`config.mk`:
```
export PLATFORM = sky130hd
export DESIGN_NAME = wb_stage_flat
export DESIGN_NICKNAME = d
export VERILOG_FILES = /design/src/rtl/wb_stage_if.sv /design/src/rtl/wb_stage.sv /design/src/flat_wrapper.sv
export SDC_FILE = /design/constraint.sdc
export NUM_CORES = 1
export LEC_CHECK = 0
export ABC_AREA = 1
export CORE_ASPECT_RATIO = 0.5
export CORE_UTILIZATION = 47
export DETAILED_ROUTE_END_ITERATION = 10
export HOLD_SLACK_MARGIN = 0.06
export MAX_ROUTING_LAYER = met4
export PLACE_DENSITY = 0.82
export SYNTH_ARGS = -nofsm -noshare
export SYNTH_HDL_FRONTEND = slang
export SYNTH_SLANG_ARGS = --single-unit
```
`constraint.sdc`:
```
create_clock -name clk -period 1.8 [get_ports clk]
set_input_delay 0.18 -clock clk [delete_from_list [all_inputs] [get_ports clk]]
set_output_delay 0.18 -clock clk [all_outputs]
set_load 0.02 [all_outputs]
```
`src/rtl/wb_stage_if.sv`:
```
// MEM -> WB pipeline bus: the instruction fields offered by the memory stage
// plus the write-back stage's allow-in back-pressure signal.
interface wb_stage_if;
    logic        me_valid;
    logic [31:0] me_pc;
    logic [31:0] me_inst;
    logic [11:0] me_wb_ctrl;
    logic [4:0]  me_waddr;
    logic [31:0] me_alu_out;
    logic [31:0] me_load_data;
    logic [31:0] me_hi;
    logic [31:0] me_lo;
    logic [3:0]  me_exc;
    logic [23:0] me_excode;
    logic        me_bd;
    logic        wb_allowin;

    // MEM side drives the instruction and listens to back-pressure.
    modport master (
        output me_valid, me_pc, me_inst, me_wb_ctrl, me_waddr, me_alu_out,
               me_load_data, me_hi, me_lo, me_exc, me_excode, me_bd,
        input  wb_allowin
    );

    // WB side consumes the instruction and drives back-pressure.
    modport slave (
        input  me_valid, me_pc, me_inst, me_wb_ctrl, me_waddr, me_alu_out,
               me_load_data, me_hi, me_lo, me_exc, me_excode, me_bd,
        output wb_allowin
    );
endinterface

```
`src/rtl/wb_stage.sv`:
```
// Write-back stage of the five-stage MIPS core: latches one instruction per
// cycle, drives the register-file write port, owns HI/LO, commits exceptions,
// counts retired instructions and drives the debug trace port.
module wb_stage #(
    parameter logic [31:0] RESET_PC = 32'hbfc00000,
    parameter int unsigned CNT_W    = 32
) (
    input  logic             clk,
    input  logic             resetn,
    input  logic             ext_stall,
    wb_stage_if.slave        me,
    output logic             rf_wen,
    output logic [4:0]       rf_waddr,
    output logic [31:0]      rf_wdata,
    output logic [31:0]      hi_o,
    output logic [31:0]      lo_o,
    output logic             exc_commit,
    output logic [31:0]      exc_epc,
    output logic [5:0]       exc_code,
    output logic             exc_bd,
    output logic [CNT_W-1:0] retired,
    output logic [31:0]      debug_wb_pc,
    output logic [3:0]       debug_wb_rf_wen,
    output logic [4:0]       debug_wb_rf_wnum,
    output logic [31:0]      debug_wb_rf_wdata
);

    // Fields held for the instruction currently in WB. The instruction word
    // and the reserved control bits have no effect here, so they are not kept.
    typedef struct packed {
        logic [31:0] pc;
        logic [4:0]  ctrl;      // [0] rf write, [2:1] result sel, [3] HI wr, [4] LO wr
        logic [4:0]  waddr;
        logic [31:0] alu_out;
        logic [31:0] load_data;
        logic [31:0] hi;
        logic [31:0] lo;
        logic [3:0]  exc;
        logic [23:0] excode;
        logic        bd;
    } wb_fields_t;

    wb_fields_t       wb_q;
    logic             wb_valid;
    logic [31:0]      hi_q;
    logic [31:0]      lo_q;
    logic [CNT_W-1:0] retired_q;

    logic wb_ready_go;
    logic complete;
    logic has_exc;
    logic retire;

    assign wb_ready_go   = !ext_stall;
    assign me.wb_allowin = !wb_valid || wb_ready_go;
    assign complete      = wb_valid && wb_ready_go;
    assign has_exc       = |wb_q.exc;
    assign retire        = complete && !has_exc;
    assign exc_commit    = complete && has_exc;

    // Pipeline register: capture on handshake, drop the offered instruction on a flush.
    always_ff @(posedge clk or negedge resetn) begin
        if (!resetn) begin
            wb_valid <= 1'b0;
            wb_q     <= '0;
            wb_q.pc  <= RESET_PC;
        end else if (exc_commit) begin
            // NOTE: non-blocking assignments keep every register sampling pre-edge values.
            wb_valid <= 1'b0;
        end else if (me.wb_allowin) begin
            wb_valid <= me.me_valid;
            if (me.me_valid) begin
                wb_q <= '{pc:        me.me_pc,
                          ctrl:      me.me_wb_ctrl[4:0],
                          waddr:     me.me_waddr,
                          alu_out:   me.me_alu_out,
                          load_data: me.me_load_data,
                          hi:        me.me_hi,
                          lo:        me.me_lo,
                          exc:       me.me_exc,
                          excode:    me.me_excode,
                          bd:        me.me_bd};
            end
        end
    end

    // Architectural HI/LO and retired counter update only when an instruction retires cleanly.
    always_ff @(posedge clk or negedge resetn) begin
        if (!resetn) begin
            hi_q      <= '0;
            lo_q      <= '0;
            retired_q <= '0;
        end else if (retire) begin
            if (wb_q.ctrl[3]) hi_q <= wb_q.hi;
            if (wb_q.ctrl[4]) lo_q <= wb_q.lo;
            retired_q <= retired_q + CNT_W'(1);
        end
    end

    // Result select: HI/LO selections read the current architectural registers.
    always_comb begin
        // NOTE: default first so every path assigns rf_wdata and no latch is inferred.
        rf_wdata = wb_q.alu_out;
        case (wb_q.ctrl[2:1])
            2'b01:   rf_wdata = wb_q.load_data;
            2'b10:   rf_wdata = hi_q;
            2'b11:   rf_wdata = lo_q;
            default: rf_wdata = wb_q.alu_out;
        endcase
    end

    // Exception report: lowest-index flag wins; everything reads zero when not committing.
    always_comb begin
        exc_code = 6'd0;
        exc_epc  = 32'd0;
        exc_bd   = 1'b0;
        if (exc_commit) begin
            if (wb_q.exc[0])      exc_code = wb_q.excode[5:0];
            else if (wb_q.exc[1]) exc_code = wb_q.excode[11:6];
            else if (wb_q.exc[2]) exc_code = wb_q.excode[17:12];
            else                  exc_code = wb_q.excode[23:18];
            exc_bd  = wb_q.bd;
            exc_epc = wb_q.bd ? (wb_q.pc - 32'd4) : wb_q.pc;
        end
    end

    assign rf_wen            = retire && wb_q.ctrl[0] && (wb_q.waddr != 5'd0);
    assign rf_waddr          = wb_q.waddr;
    assign hi_o              = hi_q;
    assign lo_o              = lo_q;
    assign retired           = retired_q;
    assign debug_wb_pc       = wb_q.pc;
    assign debug_wb_rf_wen   = {4{rf_wen}};
    assign debug_wb_rf_wnum  = wb_q.waddr;
    assign debug_wb_rf_wdata = rf_wdata;

endmodule

```
`src/flat_wrapper.sv`:
```
// flat-port wrapper written by rule: the top's interface ports become plain ports
module wb_stage_flat 
#(
    parameter logic [31:0] RESET_PC = 32'hbfc00000,
    parameter int unsigned CNT_W    = 32
)
  (clk, resetn, ext_stall, rf_wen, rf_waddr, rf_wdata, hi_o, lo_o, exc_commit, exc_epc, exc_code, exc_bd, retired, debug_wb_pc, debug_wb_rf_wen, debug_wb_rf_wnum, debug_wb_rf_wdata, me_me_valid, me_me_pc, me_me_inst, me_me_wb_ctrl, me_me_waddr, me_me_alu_out, me_me_load_data, me_me_hi, me_me_lo, me_me_exc, me_me_excode, me_me_bd, me_wb_allowin);
  wb_stage_if me_i ();
  input  logic clk;
  input  logic resetn;
  input  logic ext_stall;
  output logic rf_wen;
  output logic [4:0] rf_waddr;
  output logic [31:0] rf_wdata;
  output logic [31:0] hi_o;
  output logic [31:0] lo_o;
  output logic exc_commit;
  output logic [31:0] exc_epc;
  output logic [5:0] exc_code;
  output logic exc_bd;
  output logic [CNT_W-1:0] retired;
  output logic [31:0] debug_wb_pc;
  output logic [3:0] debug_wb_rf_wen;
  output logic [4:0] debug_wb_rf_wnum;
  output logic [31:0] debug_wb_rf_wdata;
  input wire logic [$bits(me_i.me_valid)-1:0] me_me_valid;
  input wire logic [$bits(me_i.me_pc)-1:0] me_me_pc;
  input wire logic [$bits(me_i.me_inst)-1:0] me_me_inst;
  input wire logic [$bits(me_i.me_wb_ctrl)-1:0] me_me_wb_ctrl;
  input wire logic [$bits(me_i.me_waddr)-1:0] me_me_waddr;
  input wire logic [$bits(me_i.me_alu_out)-1:0] me_me_alu_out;
  input wire logic [$bits(me_i.me_load_data)-1:0] me_me_load_data;
  input wire logic [$bits(me_i.me_hi)-1:0] me_me_hi;
  input wire logic [$bits(me_i.me_lo)-1:0] me_me_lo;
  input wire logic [$bits(me_i.me_exc)-1:0] me_me_exc;
  input wire logic [$bits(me_i.me_excode)-1:0] me_me_excode;
  input wire logic [$bits(me_i.me_bd)-1:0] me_me_bd;
  output wire logic [$bits(me_i.wb_allowin)-1:0] me_wb_allowin;
  assign me_i.me_valid = me_me_valid;
  assign me_i.me_pc = me_me_pc;
  assign me_i.me_inst = me_me_inst;
  assign me_i.me_wb_ctrl = me_me_wb_ctrl;
  assign me_i.me_waddr = me_me_waddr;
  assign me_i.me_alu_out = me_me_alu_out;
  assign me_i.me_load_data = me_me_load_data;
  assign me_i.me_hi = me_me_hi;
  assign me_i.me_lo = me_me_lo;
  assign me_i.me_exc = me_me_exc;
  assign me_i.me_excode = me_me_excode;
  assign me_i.me_bd = me_me_bd;
  assign me_wb_allowin = me_i.wb_allowin;
  wb_stage #(.RESET_PC(RESET_PC), .CNT_W(CNT_W)) u_core (.clk(clk), .resetn(resetn), .ext_stall(ext_stall), .me(me_i), .rf_wen(rf_wen), .rf_waddr(rf_waddr), .rf_wdata(rf_wdata), .hi_o(hi_o), .lo_o(lo_o), .exc_commit(exc_commit), .exc_epc(exc_epc), .exc_code(exc_code), .exc_bd(exc_bd), .retired(retired), .debug_wb_pc(debug_wb_pc), .debug_wb_rf_wen(debug_wb_rf_wen), .debug_wb_rf_wnum(debug_wb_rf_wnum), .debug_wb_rf_wdata(debug_wb_rf_wdata));
endmodule
```
* Yosys cells after proc, flatten, opt, wreduce, memory -nomap -nowiden
Cells that the tools add are included.
Storage, ports and cells: flip-flop bits (word level) 296, latch bits 0, memory bits (writable) 0, memory bits (read-only) 0, input port bits 242, output and inout bits 248, logic and storage cells 45, memories kept 0
Operators by class: $add $sub $neg 2, $mul 0, div/mod/pow operators 0, $lt $le $gt $ge 0, equal/unequal tests 3, shift-type cells 0, mux-type cells 10, bitwise gates (word level) 1, reductions and logical operators 15
Operator list (count):
- $pmux 32 s3 | 1
- $mux 32 | 2
- $add 32x1->32 const B | 1
- $sub 32x3->32 const B | 1
- $mux 6 | 4
- $logic_and 1x1->1 | 5
- $reduce_bool 5->1 | 1
- $eq 2x2->1 const B | 2
- $reduce_and 2->1 | 2
- $reduce_or 4->1 | 1
- $logic_not 1->1 | 3
- $mux 1 | 3
- $reduce_and 3->1 | 1
- $eq 2x1->1 const B | 1
- $reduce_bool 2->1 | 1
- $logic_or 1x1->1 | 1
- $not 1->1 | 1

* Longest topological paths before layout
depth after elaboration 5, mapped depth 11, gate-level depth less buffers 11

* Worst setup path before layout
Ideal clock, no wire load.
kind flip-flop to output port, from register u_core.wb_q[26] (netlist bit), to output debug_wb_rf_wen[0], arrival 1.834 ns, data required time 1.620 ns, setup slack -0.214 ns, stages on the path, launching flop included 9, path buffers 3, cells stage by stage dfrtp_1 inv_4 nand3_4 nor2_2 buf_4 buf_4 nand2_1 a21oi_1 buf_4
On the way: cells in the longest elaborated chain, start to end 5
Ends and longest elaborated chain:
- from (decl) | line wb_stage.sv:43 | wb_fields_t wb_q;
- from (signal assigned) | line wb_stage.sv:73 | wb_q <= '{pc: me.me_pc,
- $reduce_or 4->1 | line wb_stage.sv:57 | assign has_exc = |wb_q.exc;
- $logic_not 1->1 | line wb_stage.sv:58 | assign retire = complete && !has_exc;
- $logic_and 1x1->1 | line wb_stage.sv:58
- $logic_and 1x1->1 (2 in series) | line wb_stage.sv:127 | assign rf_wen = retire && wb_q.ctrl[0] && (wb_q.waddr != 5'd0);
- to (decl) | line flat_wrapper.sv:23 | output logic [3:0] debug_wb_rf_wen;
Every way passes these cells.

* Worst setup path after layout
from register u_core.wb_q (netlist bit u_core.debug_wb_pc[6]), to output exc_epc[11]
On the way: cells in the longest elaborated chain, start to end 3
Ends and longest elaborated chain:
- $sub 32x3->32 | line wb_stage.sv:123 | exc_epc = wb_q.bd ? (wb_q.pc - 32'd4) : wb_q.pc;
- $mux 32 | line wb_stage.sv:123
- $mux 32 | line wb_stage.sv:117 | if (exc_commit) begin
- to (decl) | line flat_wrapper.sv:18 | output logic [31:0] exc_epc;
Every way passes these cells.

==> flow_metrics.py <==
metrics = {
    "run_status": {
        "status": "complete, but fails checks",
        "violations": "setup timing",
    },
    "clocking": {
        "h-tree-depth": 1,
        "cts_tree": "done",
        "clock_latency_ns": 0.57,
        "clock_sinks": 296,
        "path_clk_slew_ns": 0.07,
        "max-clock-path-buffers": 3,
        "clockRootBuffer": "clkbuf_16",
        "cts_buffers": 27,
    },
    "place": {
        "io_buffers": 450,
        "pre_cts_slack_ns": -0.522,
        "gpl.final_weighted_congestion": 0.997,
        "dpl.cell_count": 2743,
        "placed_area_um2": 20500,
        "dp_hpwl_mm": 37.2,
    },
    "floorplanning": {
        "die_w_um": 254,
        "coreArea_um2": 30700,
        "die_h_um": 128,
        "start_util_pct": 48.4,
        "rows": 45,
        "ios": 490,
        "die_area_um2": 32400,
    },
    "timing": {
        "slew_viol_final": 0,
        "fmax_ghz": 0.431,
        "period_needed_ns": 2.32,
        "setup_ws_ns": -0.520,
        "hold_viol": 0,
        "tightest_slew_ns": 0.471,
        "rsz0062_at_grt": "yes",
        "finClkSkew_ns": 0.0258,
        "period_share_pct": 129,
        "whs_ns": 0.140,
        "slew_headroom_pct": 68.6,
        "final-setup-viol-count": 322,
    },
    "cells_and_area": {
        "syn2layout_area_growth_pct": 67.1,
        "drive_above_1_share_pct": 33.4,
        "final_cell_mix": "nand2_1, dfrtp_1, clkdlybuf4s50_1",
        "stdcell_area_um2": 24900,
        "nets": 2702,
        "layout_commonest_cell": "nand2_1",
        "fin_cells": 2909,
    },
    "logic_synthesis": {
        "synth_flop_cell": "dfrtp_1",
        "synth_edf_count": 0,
        "ys_seq_area_share_pct": 49.8,
        "synth_top_family_by_area": "simple AND/OR/NAND/NOR gates",
        "syn_nets": 2110,
        "synth_xor_area_share_pct": 0.942,
        "ys_ff_latch": 296,
        "synthAdderAreaFrac_pct": 0.168,
        "yosysUniqueCellTypes": 36,
        "avgSynthCellArea_um2": 7.98,
        "synth_warnings": 0,
        "muxShareOfSynthArea_pct": 0,
        "synthArstFlopShare_pct": 100,
        "synth_area_um2": 14900,
        "syn_inst": 1866,
        "synth_compound_area_share_pct": 10.3,
        "synthSimpleGateAreaFrac_pct": 25.2,
    },
    "grt": {
        "gr-total-overflow": 0,
        "grt_pass1_wl_mm": 77.4,
        "antenna_found_initial": 6,
        "grt_start_max_net_pins": 53,
        "grt_pass1_vias": 13700,
        "grt_use_total_pct": 31.9,
    },
    "run": {
        "drv_cap": 0,
    },
    "power": {
        "p_leak_nw": 13.3,
        "peakVddDrop_v": 0.000862,
        "power_mw": 27.3,
        "p_per_area_nw_per_um2": 1100,
    },
    "route": {
        "vias": 15700,
        "final_antenna_net_count": 0,
        "drt-pass1-iter-count": 7,
        "drt_iter0_markers": 1489,
        "drcViolationCount": 0,
        "via_per_inst": 5.39,
        "drt-total-wl_mm": 61.0,
        "wl_per_cell_um": 21.0,
    },
    "setup_path": {
        "cp-end-kind": "output pin",
        "cp-start-kind": "flop",
        "crit_chain": "nor2_1 > nand2_1 > nor2_4 > buf_6 > nand3_1 > o21ai_1 > a21oi_1 > buf_2",
        "path_max_fanout": 4,
        "cp_slowest_cell": "dfrtp_1",
        "worstPathRequired_ns": 1.62,
        "crit_type": "flop to output pin",
        "crit_arrival_ns": 2.14,
        "cpPeakStageDelay_ns": 0.42,
    },
    "hold_path": {
        "hold_path.class": "input port to flop",
    },
}
## path summary, 6_finish.rpt
path / start / to / slack, ns / cells past startpoint
worst min-delay path: me_me_pc[26] / u_core.debug_wb_pc[26] / 0.14 / 3
max in group asynchronous: resetn / u_core.debug_wb_pc[10] / 0.86 / 3
worst max-delay path: u_core.debug_wb_pc[6] / exc_epc[11] / -0.52 / 8
worst max register to register: u_core.wb_q[27] / u_core.wb_q[6] / -0.19 / 11
min in group asynchronous: resetn / u_core.wb_q[150] / 0.16 / 2
worst min register to register: u_core.wb_q[34] / u_core.wb_q[34] / 0.49 / 2
## sequential cells by signal (all words and copies together) (netlist names)
| signal | cells |
|---|---|
| u_core.debug_wb_pc | 32 |
| u_core.debug_wb_rf_wnum | 5 |
| u_core.hi_o | 32 |
| u_core.lo_o | 32 |
| u_core.retired | 32 |
| u_core.wb_q | 162 |
| u_core.wb_valid | 1 |
## per-layer routing
metal  GRT usage, %  routed length, µm  up-vias  share of wire (%)
met5              -                  0        -                  0
met2           53.6              30700      786                 50
li1               -                  -     6973                  -
met3           3.68               3850      240                6.3
met4           11.7               3130        0                5.1
met1           40.1              23300     7693                 38
## synthesized netlist by cell type, types with 2 or more instances
cell,number,share of area [%]
o21ai_2,40,2.4
nand4_1,47,2.0
and2_1,2,0.084
nor2_1,135,3.4
nand2_1,532,13
xor2_1,9,0.53
and3_1,2,0.084
a21oi_2,25,1.5
buf_6,13,0.98
inv_1,251,6.3
ha_1,2,0.17
dfrtp_1,287,48
nand2_2,40,1.7
o21ai_1,28,0.94
nand3b_1,6,0.30
buf_4,83,4.2
a31oi_1,6,0.25
dfstp_2,9,1.6
buf_2,29,0.98
nor2_2,6,0.25
xnor2_1,7,0.41
o21ai_0,124,4.2
nor3_1,4,0.13
clkbuf_1,35,0.88
nand3_1,102,3.4
a21oi_1,32,1.1
## cells by family after synthesis
group                    count (synthesis)
buffers and inverters                  414
AO/OA/AOI/OAI                          256
AND/OR/NAND/NOR                        882
flip-flops                             296
adder cells (fa/ha/maj)                  2
XOR/XNOR                                16
## final cells by class
cell class | instances | area [µm²]
repair buffers | 724 | 8250
inverters | 253 | 960
diodes | 7 | 17.5
well taps | 423 | 529
fillers | 1848 | 5870
multi-input cells | 1156 | 6750
flip-flops and latches | 296 | 7430
clock inverters | 16 | 178
clock buffers | 34 | 762
## critical path, delay by kind of cell (launching register included)
kind                   cells  cell delay [ns]
AOI/OAI and AO/OA          2             0.22
buffers and inverters      2             0.30
and+or+nand+nor            4             0.65
DFF                        1             0.42
## repair_timing
| action | 4_1_cts | 5_1_grt |
|---|---|---|
| setup endpoints to repair | 265 | 385 |
| gates cloned | 2 | 50 |
| endpoints found under the hold margin | 287 | 0 |
| hold buffers | 1 | 0 |
| buffers inserted | 35 | 31 |
| resized for setup | 631 | 564 |
| pin swaps | 31 | 55 |
## per-stage QoR
stage / TNS, ns / utilization, %
after global routing: -84.07 / 80.9
after detailed placement: -62.45 / 66.8
after floorplan: 0 / -
after CTS: -37.72 / 71.2
after global placement: -72.22 / 66.8
final: -61.14 / 80.9
## power by group
group | internal [mW] | switching (mW) | leakage, nW
Clock | 3.46 | 2.76 | 0.461
Sequential | 8.09 | 1.49 | 3.70
Combinational | 5.50 | 6.04 | 9.17
(Power assumes the default switching activity.)
